## src/rtl/pipeline_stall_controller.sv

```systemverilog
// Stall/flush sequencer for the 5-stage pipeline.
// Merges load-use, MDU-occupancy and taken-branch hazards into the PC / IF-ID
// write enables, the ID-EX bubble, the IF-ID flush and the MDU launch pulse.
// It also keeps a saturating count of the cycles spent inserting bubbles.
module pipeline_stall_controller #(
   parameter int MDU_LATENCY = 4,   // busy cycles after mdu_start, legal 2..15
   parameter int CNT_W       = 16   // width of the stall_cycles counter
) (
   input  logic             clk,
   input  logic             reset,
   input  logic             id_ex_mem_read,
   input  logic [4:0]       id_ex_rt,
   input  logic [4:0]       if_id_rs,
   input  logic [4:0]       if_id_rt,
   input  logic             if_id_uses_rt,
   input  logic             if_id_is_mdu,
   input  logic             if_id_reads_hilo,
   input  logic             branch_taken,
   output logic             pc_write,
   output logic             if_id_write,
   output logic             id_ex_bubble,
   output logic             if_id_flush,
   output logic             mdu_start,
   output logic             mdu_busy,
   output logic [CNT_W-1:0] stall_cycles
);

   typedef enum logic [0:0] {
      IDLE     = 1'b0,
      MDU_BUSY = 1'b1
   } state_t;

   // Counter reload value: the counter runs MDU_LATENCY-1 down to 0, so the
   // busy state spans exactly MDU_LATENCY cycles.
   localparam logic [3:0]       MDU_LOAD = 4'(MDU_LATENCY - 1);
   localparam logic [CNT_W-1:0] CNT_MAX  = '1;

   state_t     state, state_next;
   logic [3:0] mdu_cnt, mdu_cnt_next;

   logic rs_match;
   logic rt_match;
   logic load_use;
   logic hilo_hz;

   // Register $zero is never a real load destination, so it never raises a hazard.
   assign rs_match = (id_ex_rt == if_id_rs);
   assign rt_match = if_id_uses_rt & (id_ex_rt == if_id_rt);
   assign load_use = id_ex_mem_read & (id_ex_rt != 5'd0) & (rs_match | rt_match);

   // A second MDU op or a HI/LO read must wait while the unit is still working.
   assign hilo_hz  = (state == MDU_BUSY) & (if_id_is_mdu | if_id_reads_hilo);

   // Prioritised hazard resolution plus next-state logic for the MDU tracker.
   always_comb begin
      pc_write     = 1'b0;
      if_id_write  = 1'b0;
      id_ex_bubble = 1'b0;
      if_id_flush  = 1'b0;
      mdu_start    = 1'b0;
      state_next   = state;
      mdu_cnt_next = mdu_cnt;

      if (reset) begin
         // Everything held low; registers are cleared on this edge.
      end else if (branch_taken) begin
         // The ID instruction is on the wrong path: squash it and never let
         // it launch the MDU.
         pc_write    = 1'b1;
         if_id_write = 1'b1;
         if_id_flush = 1'b1;
      end else if (load_use || hilo_hz) begin
         id_ex_bubble = 1'b1;
      end else begin
         pc_write    = 1'b1;
         if_id_write = 1'b1;
         mdu_start   = if_id_is_mdu & (state == IDLE);
      end

      // The in-flight MDU op is older than any branch or stall, so it keeps
      // counting regardless of what the front end is doing.
      case (state)
         IDLE: begin
            if (mdu_start) begin
               state_next   = MDU_BUSY;
               mdu_cnt_next = MDU_LOAD;
            end
         end
         MDU_BUSY: begin
            if (mdu_cnt == 4'd0) begin
               state_next = IDLE;
            end else begin
               mdu_cnt_next = mdu_cnt - 4'd1;
            end
         end
         default: begin
            state_next   = IDLE;
            mdu_cnt_next = 4'd0;
         end
      endcase
   end

   // State, MDU counter, registered busy flag and saturating stall counter.
   always_ff @(posedge clk) begin
      if (reset) begin
         state        <= IDLE;
         mdu_cnt      <= 4'd0;
         mdu_busy     <= 1'b0;
         stall_cycles <= '0;
      end else begin
         state    <= state_next;
         mdu_cnt  <= mdu_cnt_next;
         mdu_busy <= (state_next == MDU_BUSY);
         if (id_ex_bubble && (stall_cycles != CNT_MAX)) begin
            stall_cycles <= stall_cycles + 1'b1;
         end
      end
   end

endmodule

```

## config.mk

```make
export PLATFORM = sky130hd
export DESIGN_NAME = pipeline_stall_controller
export DESIGN_NICKNAME = d
export VERILOG_FILES = /design/src/rtl/pipeline_stall_controller.sv
export SDC_FILE = /design/constraint.sdc
export NUM_CORES = 1
export LEC_CHECK = 0
export ABC_CLOCK_PERIOD_IN_PS = 2320
export CORE_MARGIN = 3
export CORE_UTILIZATION = 45
export CTS_BUF_LIST = sky130_fd_sc_hd__clkbuf_16
export DETAILED_ROUTE_END_ITERATION = 16
export PLACE_DENSITY = 0.79
export SLEW_MARGIN = 20
export SYNTH_ARGS = -nofsm -noshare
export SYNTH_HDL_FRONTEND = slang
export SYNTH_SLANG_ARGS = --single-unit
```

## constraint.sdc

```tcl
create_clock -name clk -period 2.32 [get_ports clk]
set_clock_uncertainty 0.2 [all_clocks]
set_input_delay 0.348 -clock clk [delete_from_list [all_inputs] [get_ports clk]]
set_output_delay 0.348 -clock clk [all_outputs]
set_load 0.05 [all_outputs]
```

; Yosys cells after proc, flatten, opt, wreduce, memory -nomap -nowiden
; Index checks and enable logic that the tools add are counted.
[classes]
n_eq_ne = 5
reduce_logical = 5
bitwise = 8
muxes = 17
add_sub_neg = 2
[ops]
columns = cell, count
row1 = $add A16 B1 Y16 const B, 1
row2 = $ne A16 B16 Y1 const B, 1
row3 = $mux W1, 13
row4 = $eq A5 B5 Y1, 2
row5 = $mux W4, 2
row6 = $pmux W4 S2, 1
row7 = $and A1 B1 Y1, 5
row8 = $reduce_bool A5 Y1, 1
row9 = $logic_not A4 Y1, 1
row10 = $ne A2 B2 Y1 const B, 2
row11 = $sub A4 B1 Y4 const B, 1
row12 = $or A1 B1 Y1, 2
row13 = $pmux W1 S2, 1
row14 = $reduce_and A2 Y1, 1
row15 = $logic_and A1 B1 Y1, 1
row16 = $logic_or A1 B1 Y1, 1
row17 = $not A1 Y1, 1
[word_totals]
inputBits = 22
ff_bits = 21
output_inout_bits = 22
elab_cells = 40

; Longest topological paths before layout
; Gate-level depths: netlist (run 1).
[logic_depth]
depth_word = 10
mapped_depth = 9
depth_no_buf = 6

; Worst setup path after synthesis (run 1)
; No wires, ideal clock.
[synth_path]
path_kind = in2out
start = input id_ex_rt[0]
end = output pc_write
path_slack_ns = -0.206
cell_stages = 6
t_arrival_ns = 1.978
cell_sequence = or4_1 > o21ai_1 > a21oi_1 > nor2b_1 > o21a_1 > buf_4
[synth_between]
elab_chain_len = 8
[synth_lines]
columns = element, line_no
row1 = from (decl), 12  ; input logic [4:0] id_ex_rt,
row2 = $eq A5 B5 Y1, 48  ; assign rt_match = if_id_uses_rt & (id_ex_rt == if_id_rt);
row3 = $and A1 B1 Y1, 48
row4 = $or A1 B1 Y1, 49  ; assign load_use = id_ex_mem_read & (id_ex_rt != 5'd0) & (rs_match | rt_match);
row5 = $and A1 B1 Y1 *, 49
row6 = $logic_or A1 B1 Y1 *, 72  ; end else if (load_use || hilo_hz) begin
row7 = $mux W1 * (3 in a row), -
row8 = to (decl), 19  ; output logic pc_write,
; Mark *: on every way between the ends. The rest lies on a longest branch, timed or not.

; Final worst setup path (run 1)
[layout_path]
start = input id_ex_rt[4]
end = output mdu_start
[layout_between]
elab_chain_len = 8
[layout_lines]
columns = element, line_no
row1 = $eq A5 B5 Y1, 48
row2 = $and A1 B1 Y1, 48
row3 = $or A1 B1 Y1, 49
row4 = $and A1 B1 Y1 *, 49
row5 = $logic_or A1 B1 Y1 *, 72
row6 = $mux W1 *, 72
row7 = $mux W1 *, 66  ; end else if (branch_taken) begin
row8 = $mux W1 *, 64  ; if (reset) begin
row9 = to (decl), 23  ; output logic mdu_start,
; Marked as above.

==> flow_summary.json, run 1 <==
{
  "yosys_warnings": 0,
  "ant_nets": 0,
  "relSlewSlack_pct": 62.39,
  "required_ns": 1.77,
  "ys_ff_latch": 21,
  "report.final.slew_viol_count": 0,
  "grt_usage_pct": 25.23,
  "fin_ws_ns": -0.08843,
  "wl_um": 4209,
  "yosysSeqAreaShare_pct": 32.50,
  "synth_area_per_cell_um2": 8.683,
  "vias_per_cell": 6.050,
  "final_cells": 241,
  "drtIter0Drc": 69,
  "synth.most_common_cell": "dfxtp_1",
  "seqPwrFrac_pct": 40.1,
  "timing.final.crit_share_pct": 103.8,
  "synth_top_flop_cell": "dfxtp_1",
  "ir_drop_v": 0.0006590,
  "tightest_slew_ns": 0.5629,
  "powerDensity_nw_per_um2": 447.5,
  "rows": 18,
  "placedCellCount": 233,
  "hold_class": "flop to flop",
  "violations": "negative setup slack",
  "pre_cts_ws_ns": -0.6150,
  "clk_latency_ns": 0.25,
  "layout.nets": 236,
  "wl_per_cell_um": 17.46,
  "clkTransAtPathRegs_ns": 0.06,
  "ys_async_sr_fraction_pct": 0,
  "syn_inst": 149,
  "ios": 44,
  "dr.pass1.iters": 4,
  "max_cap_violations": 0,
  "vias": 1458,
  "hold_violations": 0,
  "overflow": 0,
  "antenna_found_initial": 0,
  "core_area_um2": 2613,
  "cts-hold-fix-buffers": 0,
  "htreeDepth": 1,
  "syn_area_um2": 1294,
  "fmax_ghz": 0.4152,
  "crit_arrival_ns": 1.86,
  "multi_input_area_um2": 845.8,
  "ys_top_cells_by_area": "dfxtp_1 32%, mux2_1 6.1%, xor2_1 6.1%",
  "syn-num-nets": 173,
  "cts_made_buffers": 3,
  "cts.path.max_buffers": 2,
  "rsz0062_at_grt": "true",
  "grt_max_degree": 22,
  "p_int_uw": 687.6,
  "start_kind": "primary input",
  "path_max_fanout": 3,
  "post-route-min-period_ns": 2.408,
  "synth_cell_types": 36,
  "cts_sinks": 21,
  "crit_type": "primary input to output pin",
  "status": "finished, violations left",
  "swShare_pct": 25.03,
  "setup-violations-final": 3,
  "end_kind": "output pin",
  "synth_common_cells": "21 x dfxtp_1, 12 x nor2_1, 9 x xor2_1",
  "power_uw": 917.1,
  "seq_area_um2": 425.4,
  "synth_edf_count": 0,
  "diodes": 0,
  "area_growth_pct": 58.41,
  "drc": 0,
  "initial_core_util_pct": 49.52,
  "grt_pass1_wl_um": 6789,
  "synth_top_area_share_pct": 32.50,
  "root_buffer": "clkbuf_16",
  "portBuffers": 43,
  "hpwl_um": 3024,
  "dieArea_um2": 3555,
  "die_w_um": 59.62,
  "p_leak_uw": 0.0007715,
  "clkPwrFrac_pct": 39.3,
  "synth_top_cell_by_area": "dfxtp_1",
  "die_h_um": 59.62,
  "drive_above_1_share_pct": 28.91,
  "grt_pass1_vias": 1405,
  "switching_power_uw": 229.6,
  "p_comb_share_pct": 20.6,
  "gp_congestion": 0.8681,
  "cts_tree": "built",
  "n_fill_cell": 187
}
## worst max-delay path, cell delays in order
cell and delay (ns):
buf_8 0.10, or4_4 0.55, o21ai_4 0.18, a21oi_4 0.06, buf_6 0.12, nor4b_4 0.31, buf_12 0.18
## registers in the layout, summed over array words and instances (netlist names)
name / count
mdu_cnt: 4
state: 1
stall_cycles: 16
## cell families (layout without fill, tap and decap cells)
| logic type | count (synthesis) | after routing | synth area share (%) |
|---|---|---|---|
| flip-flops | 21 | 21 | 32.49 |
| adder cells (fa/ha/maj) | 2 | 2 | 1.934 |
| multiplexers | 7 | 7 | 6.093 |
| XOR/XNOR | 12 | 12 | 8.125 |
| AO/OA/AOI/OAI | 28 | 28 | 15.86 |
| AND/OR/NAND/NOR | 63 | 63 | 28.53 |
| buffers and inverters | 16 | 78 | 6.962 |
## layer usage
layer | global-route usage [%] | routed length [um] | part of all wire, % | vias to the layer above
li1 | - | - | - | 678
met1 | 30.82 | 1707 | 41 | 712
met2 | 46.18 | 2250 | 53 | 64
met3 | 5.011 | 234 | 5.6 | 4
met4 | 3.797 | 17 | 0.40 | 0
met5 | 0 | 0 | 0 | -
## per-stage QoR
step | utilization [%] | setup TNS [ns] | hold WS [ns] | instance area (um2)
after global routing | 78.45 | -0.4445 | 0.2954 | 2049
final | 78.45 | -0.2313 | 0.2663 | 2049
after floorplan | - | -0.1061 | 0.2978 | 1314
after global placement | 73.56 | -9.004 | 0.2457 | 1922
after detailed placement | 73.56 | -11.30 | 0.2637 | 1922
after CTS | 77.83 | -0.2116 | 0.2710 | 2033
## final timing paths
check	start	end	slack [ns]	cells after the start
hold reg to reg	stall_cycles[5]$_SDFFE_PP0P_	stall_cycles[5]$_SDFFE_PP0P_	0.27	1
hold / removal	stall_cycles[5]$_SDFFE_PP0P_	stall_cycles[5]$_SDFFE_PP0P_	0.27	1
setup reg to reg	stall_cycles[6]$_SDFFE_PP0P_	stall_cycles[4]$_SDFFE_PP0P_	0.22	8
setup / recovery	id_ex_rt[4]	mdu_start	-0.09	7
## power groups by stage
stage	combinational (uW)	clock (uW)	sequential [uW]
floorplan	82.2	0	379
global placement	171	0	375
detailed placement	178	0	376
CTS	180	368	368
global route	200	374	368
finish	189	360	368
## cell type report
type,count,area share [%]
multi-input cells,112,41.27
clock inverters,1,0.1831
inverters,6,1.099
repair buffers,68,31.20
flip-flops and latches,21,20.76
well taps,30,1.831
clock buffers,3,3.663
## cells in the final DEF (no fill, tap or decap), types with 5 or more instances in the layout
| cell type | n |
|---|---|
| buf_12 | 5 |
| buf_2 | 5 |
| buf_4 | 24 |
| clkdlybuf4s50_1 | 23 |
| dfxtp_1 | 17 |
| inv_1 | 7 |
| mux2_1 | 7 |
| nand2_1 | 7 |
| nand3_1 | 8 |
| nand4_1 | 6 |
| nor2_1 | 11 |
| nor2b_1 | 7 |
| nor4_1 | 5 |
| o311ai_1 | 5 |
| xor2_1 | 8 |
## timing repair
item | 4_1_cts | 5_1_grt
setup buffers | 3 | 1
resized for setup | 50 | 9
pin swaps | 14 | 11
endpoints found under the setup margin | 22 | 13
(Power assumes the default switching activity.)
==> run 2, diff against run 1 <==
Settings changed: SETUP_SLACK_MARGIN set to 0.2.
==> flow_summary.json, run 2 (same netlist as run 1, synthesis figures left out) <==
{
  "met2_usage_pct": 38.85,
  "path_max_fanout": 2,
  "clkTransAtPathRegs_ns": 0.06,
  "grt_pass1_wl_um": 6382,
  "grt_pass1_vias": 1380,
  "reg2regPathDepth": 6,
  "top_regs": "stall_cycles (16), mdu_cnt (4), state (1)",
  "swShare_pct": 26.91,
  "rows": 18,
  "ant_nets": 0,
  "cts_sinks": 21,
  "clk_latency_ns": 0.26,
  "n_fill_cell": 96,
  "root_buffer": "clkbuf_16",
  "area_growth_pct": 85.01,
  "end_kind": "output pin",
  "seqPwrFrac_pct": 37.7,
  "wl_um": 5442,
  "grt_usage_pct": 23.38,
  "largest_register": "stall_cycles",
  "crit_arrival_ns": 1.83,
  "max_cap_violations": 0,
  "hold_violations": 0,
  "drc": 0,
  "rrSetupSlack_ns": 0.16,
  "crit_type": "primary input to output pin",
  "post-route-min-period_ns": 2.378,
  "gp_congestion": 0.7691,
  "drive_above_1_share_pct": 45.70,
  "status": "finished, violations left",
  "cts-hold-fix-buffers": 0,
  "clkPwrFrac_pct": 38.3,
  "diodes": 0,
  "required_ns": 1.77,
  "ios": 44,
  "final_common_cell": "buf_4",
  "final_util_pct": 91.62,
  "die_h_um": 59.62,
  "cts.path.max_buffers": 2,
  "p_int_uw": 706.3,
  "tns_ns": -0.1491,
  "antenna_found_initial": 0,
  "hold_class": "flop to flop",
  "initial_core_util_pct": 49.52,
  "mostFrequentLayoutCells": "27 x buf_4, 19 x clkdlybuf4s50_1, 10 x nor2_1, 10 x buf_6, 10 x dfxtp_1",
  "drtIter0Drc": 109,
  "wl_per_cell_um": 21.68,
  "die_w_um": 59.62,
  "grtUsageMet1_pct": 29.55,
  "rsz0062_at_grt": "true",
  "report.final.slew_viol_count": 0,
  "grt_busiest_layer": "met2",
  "r2r-start": "stall_cycles[7]$_SDFFE_PP0P_",
  "power_uw": 966.5,
  "powerDensity_nw_per_um2": 403.8,
  "p_leak_uw": 0.0009665,
  "dieArea_um2": 3555,
  "setup-violations-final": 3,
  "switching_power_uw": 260.1,
  "tightest_slew_ns": 0.5481,
  "violations": "negative setup slack",
  "fin_ws_ns": -0.05804,
  "min_to": "stall_cycles[5]$_SDFFE_PP0P_",
  "largest_register_ffs": 16,
  "timing.final.crit_share_pct": 102.5,
  "overflow": 0,
  "p_comb_share_pct": 24.0,
  "r2r-end": "stall_cycles[14]$_SDFFE_PP0P_",
  "grt_max_degree": 22,
  "vias_per_cell": 6.347,
  "cts_made_buffers": 3,
  "min_path_cells": 1,
  "htreeDepth": 1,
  "dr.pass1.iters": 4,
  "layout.nets": 246,
  "relSlewSlack_pct": 63.38,
  "start_kind": "primary input",
  "ir_drop_v": 0.0008181,
  "portBuffers": 43,
  "core_area_um2": 2613,
  "cts_tree": "built",
  "fmax_ghz": 0.4205,
  "met3_usage_pct": 5.447,
  "vias": 1593,
  "hpwl_um": 2738,
  "holdCritStartpoint": "stall_cycles[5]$_SDFFE_PP0P_"
}
[run 2: cell count changes in the layout (fill, tap and decap cells not counted), moves of 4 or more]
cell / delta
clkdlybuf4s50_1: -4
buf_6: +8
dfxtp_1: -7
mux2_4: +6
dfxtp_4: +4
nor4_4: +6
nor4_1: -4
mux2_1: -6
dlymetal6s2s_1: +4
[run 2: through the flow]
| step | hold WS, ns | cell area (um2) | setup slack, ns | instances |
|---|---|---|---|---|
| finish | 0.2901 | 2394 | -0.05804 | 251 |
| global route | 0.3094 | 2394 | -0.1237 | 251 |
| CTS | 0.2677 | 2048 | -0.07154 | 239 |
| detailed placement | 0.2572 | 1948 | -0.5313 | 234 |
| global placement | 0.2409 | 1948 | -0.4455 | 234 |
| floorplan | 0.2937 | 1338 | -0.04658 | 149 |
[run 2: timing repair]
action,4_1_cts,5_1_grt
cloned,0,1
buffers inserted,1,11
endpoints found under the setup margin,25,21
resized for setup,60,48
endpoints found under the hold margin,0,0
pin swaps,16,21
[run 2: critical path, cell delays in order]
cell	delay, ns
buf_6	0.10
xor2_1	0.17
nor4_2	0.27
nand3_1	0.15
buf_4	0.17
a21oi_4	0.16
nor2b_2	0.08
o21a_2	0.24
buf_12	0.15
[run 2: per-layer routing]
layer | vias up | share of wire [%]
met5 | - | 0
met4 | 0 | 3.8
met3 | 31 | 7.5
met2 | 109 | 51
met1 | 754 | 38
li1 | 699 | -
[run 2: cell type report]
cell class,count,area (um2),share of cell area (%)
clock buffer,3,75.07,3.136
clock inverter,1,3.754,0.1568
inverter,6,22.52,0.9409
multi-input combinational,113,1047,43.75
sequential,21,444.2,18.56
tap,30,37.54,1.568
timing repair buffer,77,763.2,31.89
[run 2: power groups by stage]
stage	registers, uW	logic, uW	clock network, uW
final	364	232	370
after global routing	365	240	393
after CTS	364	177	363
after detailed placement	372	177	0
after global placement	372	172	0
after floorplan	374	83.4	0
[run 2: worst max-delay path by stage]
stage / endpoint / slack, ns / start
finish: if_id_write / -0.06 / id_ex_rt[3]
global route: pc_write / -0.12 / id_ex_rt[3]
CTS: mdu_start / -0.07 / id_ex_rt[3]
detailed placement: pc_write / -0.53 / id_ex_rt[1]
global placement: if_id_write / -0.45 / id_ex_rt[3]
floorplan: mdu_start / -0.05 / id_ex_rt[0]
